### src/rtl/udar_pkg.sv
// Shared types and constants for the host command/ranging controller.
package udar_pkg;

    typedef enum logic [2:0] {
        ST_IDLE,
        ST_GET_X,
        ST_GET_Y,
        ST_SETTLE,
        ST_MEASURE,
        ST_SEND
    } state_t;

    localparam logic [7:0]  CMD_HDR   = 8'hF0;
    localparam logic [7:0]  RSP_HDR   = 8'h0F;
    localparam logic [7:0]  SERVO_RST = 8'd150;
    localparam int unsigned LEN_W     = 24;

    function automatic int unsigned max3(input int unsigned a, input int unsigned b,
                                         input int unsigned c);
        int unsigned m;
        m = (a > b) ? a : b;
        return (m > c) ? m : c;
    endfunction

endpackage

### src/rtl/udar_cycle_timer.sv
// Saturating up-counter shared by the byte-timeout, settle and measure phases;
// expired is high while the count equals the current limit.
module udar_cycle_timer #(
    parameter int unsigned W = 8
) (
    input  logic         clk_i,
    input  logic         rst_i,
    input  logic         clear_i,
    input  logic         enable_i,
    input  logic [W-1:0] limit_i,
    output logic         expired_o
);

    logic [W-1:0] cnt_q;
    logic [W-1:0] cnt_d;

    always_comb begin
        cnt_d = cnt_q;
        if (clear_i) begin
            cnt_d = '0;
        end else if (enable_i && (cnt_q != limit_i)) begin
            cnt_d = cnt_q + W'(1);
        end
    end

    always_ff @(posedge clk_i or posedge rst_i) begin
        if (rst_i) begin
            cnt_q <= '0;
        end else begin
            cnt_q <= cnt_d;
        end
    end

    assign expired_o = (cnt_q == limit_i);

endmodule

### src/rtl/udar_cmd_ctrl.sv
// Host command decoder: takes {F0, X, Y}, updates the servos, waits to settle,
// runs one ranging measurement and returns {0F, len[23:16], len[15:8], len[7:0]}.
//   state      | meaning
//   ST_IDLE    | waiting for the command header
//   ST_GET_X   | waiting for the pan byte (byte timeout armed)
//   ST_GET_Y   | waiting for the tilt byte (byte timeout armed)
//   ST_SETTLE  | servos moving, counting the settle delay
//   ST_MEASURE | ranging in progress (measure timeout armed)
//   ST_SEND    | streaming the 4-byte response
module udar_cmd_ctrl
    import udar_pkg::*;
#(
    parameter int unsigned BYTE_TIMEOUT  = 50000,
    parameter int unsigned SETTLE_CYCLES = 500,
    parameter int unsigned MEAS_TIMEOUT  = 2000000
) (
    input  logic             clk,
    input  logic             rst,
    input  logic [7:0]       rx_data,
    input  logic             rx_new_data,
    output logic [7:0]       tx_data,
    output logic             tx_new_data,
    input  logic             tx_busy,
    output logic [7:0]       servo_x,
    output logic [7:0]       servo_y,
    output logic             pos_valid,
    output logic             meas_start,
    input  logic             meas_done,
    input  logic [LEN_W-1:0] meas_len,
    output logic             busy
);

    localparam int unsigned TMR_MAX = max3(BYTE_TIMEOUT, SETTLE_CYCLES, MEAS_TIMEOUT);
    localparam int unsigned TMR_W   = $clog2(TMR_MAX);
    localparam logic [TMR_W-1:0] BYTE_LIM   = TMR_W'(BYTE_TIMEOUT - 1);
    localparam logic [TMR_W-1:0] SETTLE_LIM = TMR_W'(SETTLE_CYCLES - 1);
    localparam logic [TMR_W-1:0] MEAS_LIM   = TMR_W'(MEAS_TIMEOUT - 1);

    state_t           state_q, state_d;
    logic [7:0]       x_tmp_q, x_tmp_d;
    logic [7:0]       servo_x_q, servo_x_d;
    logic [7:0]       servo_y_q, servo_y_d;
    logic             pos_valid_q, pos_valid_d;
    logic             meas_start_q, meas_start_d;
    logic [LEN_W-1:0] len_q, len_d;
    logic [1:0]       idx_q, idx_d;
    logic [7:0]       tx_data_q, tx_data_d;
    logic             tx_new_q, tx_new_d;
    logic             guard_q, guard_d;

    logic             tmr_clr;
    logic             tmr_en;
    logic [TMR_W-1:0] tmr_limit;
    logic             tmr_expired;
    logic [7:0]       rsp_byte;

    udar_cycle_timer #(
        .W (TMR_W)
    ) u_timer (
        .clk_i     (clk),
        .rst_i     (rst),
        .clear_i   (tmr_clr),
        .enable_i  (tmr_en),
        .limit_i   (tmr_limit),
        .expired_o (tmr_expired)
    );

    always_comb begin
        rsp_byte = RSP_HDR;
        case (idx_q)
            2'd0:    rsp_byte = RSP_HDR;
            2'd1:    rsp_byte = len_q[23:16];
            2'd2:    rsp_byte = len_q[15:8];
            default: rsp_byte = len_q[7:0];
        endcase
    end

    always_comb begin
        state_d      = state_q;
        x_tmp_d      = x_tmp_q;
        servo_x_d    = servo_x_q;
        servo_y_d    = servo_y_q;
        len_d        = len_q;
        idx_d        = idx_q;
        tx_data_d    = tx_data_q;
        pos_valid_d  = 1'b0;
        meas_start_d = 1'b0;
        tx_new_d     = 1'b0;
        guard_d      = tx_new_q;
        tmr_en       = 1'b0;
        tmr_limit    = BYTE_LIM;

        unique case (state_q)
            ST_IDLE: begin
                if (rx_new_data && (rx_data == CMD_HDR)) begin
                    state_d = ST_GET_X;
                end
            end
            ST_GET_X: begin
                tmr_en = 1'b1;
                if (rx_new_data) begin
                    x_tmp_d = rx_data;
                    state_d = ST_GET_Y;
                end else if (tmr_expired) begin
                    state_d = ST_IDLE;
                end
            end
            ST_GET_Y: begin
                tmr_en = 1'b1;
                if (rx_new_data) begin
                    servo_x_d   = x_tmp_q;
                    servo_y_d   = rx_data;
                    pos_valid_d = 1'b1;
                    state_d     = ST_SETTLE;
                end else if (tmr_expired) begin
                    state_d = ST_IDLE;
                end
            end
            ST_SETTLE: begin
                tmr_en    = 1'b1;
                tmr_limit = SETTLE_LIM;
                if (tmr_expired) begin
                    meas_start_d = 1'b1;
                    state_d      = ST_MEASURE;
                end
            end
            ST_MEASURE: begin
                tmr_en    = 1'b1;
                tmr_limit = MEAS_LIM;
                if (meas_done || tmr_expired) begin
                    len_d   = meas_done ? meas_len : '1;
                    state_d = ST_SEND;
                    idx_d   = 2'd0;
                    // Header does not depend on the length, so it can go out right away.
                    if (!tx_busy) begin
                        tx_data_d = RSP_HDR;
                        tx_new_d  = 1'b1;
                        idx_d     = 2'd1;
                    end
                end
            end
            ST_SEND: begin
                if (!tx_busy && !tx_new_q && !guard_q) begin
                    tx_data_d = rsp_byte;
                    tx_new_d  = 1'b1;
                    idx_d     = idx_q + 2'd1;
                    if (idx_q == 2'd3) begin
                        state_d = ST_IDLE;
                    end
                end
            end
            default: begin
                state_d = ST_IDLE;
            end
        endcase
    end

    assign tmr_clr = (state_d != state_q);

    always_ff @(posedge clk or posedge rst) begin
        if (rst) begin
            state_q      <= ST_IDLE;
            x_tmp_q      <= '0;
            servo_x_q    <= SERVO_RST;
            servo_y_q    <= SERVO_RST;
            pos_valid_q  <= 1'b0;
            meas_start_q <= 1'b0;
            len_q        <= '0;
            idx_q        <= '0;
            tx_data_q    <= '0;
            tx_new_q     <= 1'b0;
            guard_q      <= 1'b0;
        end else begin
            state_q      <= state_d;
            x_tmp_q      <= x_tmp_d;
            servo_x_q    <= servo_x_d;
            servo_y_q    <= servo_y_d;
            pos_valid_q  <= pos_valid_d;
            meas_start_q <= meas_start_d;
            len_q        <= len_d;
            idx_q        <= idx_d;
            tx_data_q    <= tx_data_d;
            tx_new_q     <= tx_new_d;
            guard_q      <= guard_d;
        end
    end

    assign tx_data     = tx_data_q;
    assign tx_new_data = tx_new_q;
    assign servo_x     = servo_x_q;
    assign servo_y     = servo_y_q;
    assign pos_valid   = pos_valid_q;
    assign meas_start  = meas_start_q;
    assign busy        = (state_q != ST_IDLE);

endmodule

### config.mk
export PLATFORM = sky130hd
export DESIGN_NAME = udar_cmd_ctrl
export DESIGN_NICKNAME = d
export VERILOG_FILES = /design/src/rtl/udar_pkg.sv /design/src/rtl/udar_cycle_timer.sv /design/src/rtl/udar_cmd_ctrl.sv
export SDC_FILE = /design/constraint.sdc
export NUM_CORES = 1
export LEC_CHECK = 0
export CAP_MARGIN = 20
export CELL_PAD_IN_SITES_DETAIL_PLACEMENT = 0
export CELL_PAD_IN_SITES_GLOBAL_PLACEMENT = 1
export CORE_ASPECT_RATIO = 1.75
export CORE_MARGIN = 4
export CORE_UTILIZATION = 30
export DETAILED_ROUTE_END_ITERATION = 16
export PLACE_DENSITY_LB_ADDON = 0.12
export SLEW_MARGIN = 30
export SYNTH_ARGS = -nofsm -noshare
export SYNTH_HDL_FRONTEND = slang
export SYNTH_SLANG_ARGS = --single-unit
### constraint.sdc
create_clock -name clk -period 6 [get_ports clk]
set_clock_uncertainty 0.2 [all_clocks]
set_input_delay 1.2 -clock clk [delete_from_list [all_inputs] [get_ports clk]]
set_output_delay 1.2 -clock clk [all_outputs]
set_load 0.005 [all_outputs]
==> run metrics <==
Max stage delay on crit path 670 ps; Routed WL 10,800 um; Critical Path AT 3600 ps; number of gates resized after CTS 0; fin crit period 3600 ps; achievable frequency 0.278 GHz; final period utilization 0.599; vias in the first global route 3,221; Most used DFF post-synth dfrtp_1; Top delay family on crit path simple AND/OR/NAND/NOR gates; Via density 5.03; accumulated negative setup slack 0 ps; Yosys reg bits 86; Combinational Power Share 0.204; Clk pwr share 0.348; Async S/R FF share, synth 1.00; initial antenna violation count 0; pwr dens 328 nW/um^2; worst path buffer plus inverter count 2; CTS tree built; Reg clk slew, reported paths 60 ps; die area 15,500 sq um; syn_nets 399; DRT Pass-1 Iters 4; post-DP HPWL 7960 um; Sw Ratio 0.248; Crit Path Category in -> reg; initial core utilization 0.310; nets 462; sequential-to-total area share from yosys stat 0.534; RSZ-0062 raised after global routing false; largest net degree at the start of global routing 45; area grow syn2layout 28.2%; # IOs 65; Hold Crit Start tx_new_data$_DFF_PP0_; maxcap violations 0; post-CTS setup buffers 0; startpoint types primary input; most common cell in the netlist dfrtp_1; Area contributors post-synth dfrtp_1, mux2_2, dfstp_2; Worst Path Max Fanout 25; detailed-route wire length per cell 18.2 um; Reg2Reg Launch Point state_q[2]$_DFF_PP0_; Overall Global Routing Usage 0.148; Post-Syn Area 4050 sq um; Final Slew Violations 0; diodes inserted 0; DRT iter0 DRCs 85; gpl congestion 0.759; Synth top cells by count dfrtp_1, nor2_1, mux2_2, o22a_1, o21ai_0; DRC 0; relative slew slack 0.406; TritonCTS Sinks 86; global-route wire length before repair 17,600 um; status finished clean; Mapped Cells 357; critical path required time 6010 ps; total leakage power 1.95 nW; Chip Width 95.8 um; worst path cell trace clkdlybuf4s50_1, nand2_1, nand2_1, or4_1, mux2i_1, buf_4, nor2_1; Netlist cell types 53; Design Power 1.70 mW; net switching power 421 uW; WP depth 7; ANT nets after route 0; crit path launch meas_done; Setup violations, final 0; clk_lat worst skew 330 ps; CP endpoint kind register; hold depth 0; area leader, netlist dfrtp_1; layout cell share with drive strength beyond 1 0.153; Worst path slowest cell nand2_1; Num CTS Buffers 9; Vert. Die Dim 162 um; grt ovf 0; Fin. Hold Viols 0; PortBufs 64; Root Buffer clkbuf_16; finished layout cell area 5190 sq um; # hold bufs at CTS 0; Peak supply drop 0.000131 V; clock buffer depth 2; Site Rows 55; internal power 1.28 mW; core box area 13,100 sq um; top-area cell type share of the netlist area 0.482; Worst Reg-to-Reg Cells 7; Post-synth EDFFs 0; Tightest Pin Transition 889 ps; Post-DP Area 4870 sq um; Flop pwr share 0.448; CP most frequent cell nand2_1; via count 2,998; depth of the CTS H-tree 3; Synthesis Warnings 0; hold crit path type reg -> reg; Avg Inst Size Synth 11.3 sq um
==> stage by stage <==
stage	setup WS [ps]	hold WS, ps	utilization	std cells
after CTS	2390	233	0.397	596
after floorplan	2390	197	-	357
after global routing	2250	249	0.397	596
final	2400	232	0.397	596
after detailed placement	2040	219	0.373	580
after global placement	2070	209	0.373	580
==> per-layer routing <==
metal / GRT usage / up-vias / share of wire
met2: 0.275 / 40 / 0.57
met3: 0.0241 / 14 / 0.026
met1: 0.166 / 1505 / 0.39
li1: - / 1439 / -
met5: 0 / - / 0
met4: 0.0531 / 0 / 0.019
==> registers in the layout (all words and copies together) (netlist names) <==
signal	cells
u_timer.cnt_q	21
guard_q	1
pos_valid	1
idx_q	2
tx_new_data	1
meas_start	1
state_q	3
tx_data	8
servo_x	8
x_tmp_q	8
servo_y	8
len_q	24
==> power by group through the flow <==
stage               logic, mW  clock network, mW  registers [mW]
floorplan               0.170                  0           0.761
global placement        0.351                  0           0.771
detailed placement      0.357                  0           0.775
CTS                     0.359              0.611           0.765
global route            0.379              0.634           0.778
finish                  0.348              0.593           0.762
==> area by class of cell <==
| cell class | count | area [sq um] |
|---|---|---|
| Fill cell | 1313 | 7890 |
| Sequential cell | 86 | 2160 |
| Multi-Input combinational cell | 244 | 1780 |
| Timing Repair Buffer | 69 | 678 |
| Clock buffer | 11 | 233 |
| Tap cell | 171 | 214 |
| Clock inverter | 5 | 81.3 |
| Inverter | 10 | 38.8 |
==> path summary, 6_finish.rpt <==
kind | end | slack, ps
worst max-delay path | u_timer.cnt_q[4]$_DFFE_PP0P_ | 2400
worst min-delay path | guard_q$_DFF_PP0_ | 230
worst max register to register | u_timer.cnt_q[4]$_DFFE_PP0P_ | 2740
worst min register to register | guard_q$_DFF_PP0_ | 230
max in group asynchronous | tx_new_data$_DFF_PP0_ | 3450
min in group asynchronous | u_timer.cnt_q[13]$_DFFE_PP0P_ | 1100
==> cells by family after synthesis <==
logic type                 Yosys count  share of synthesized area
muxes                               33                     0.0921
buffers and inverters               27                     0.0281
AOI/OAI and AO/OA                   88                      0.155
xor gates and xnor gates            12                     0.0260
and+or+nand+nor                    106                      0.149
adders and majority gates            5                     0.0155
DFF                                 86                      0.534
==> cell usage in the layout (no fill, tap or decap), drive strengths merged, types with 3 or more instances in the layout <==
cell type       n
nor2           29
nor4b           3
nor3            3
mux2i           9
nor4            3
a221o           4
inv            10
a22oi           4
dfstp           8
xor2           10
nand2          16
nor3b           3
or3            10
a31oi           5
a21oi          12
clkdlybuf4s50  64
mux2           24
o21ai          22
and3b           3
or4             4
clkbuf         11
nand3          11
dfrtp          78
buf             5
a21boi          3
and2            4
ha              5
o22a           24
==> worst reg2reg max path, delay by kind of cell (launching register included) <==
family | cells | cell delay, ps
and+or+nand+nor | 5 | 1860
DFF | 1 | 610
buffers and inverters | 1 | 290
muxes | 1 | 190
Power figures use the tool's default switching activity.
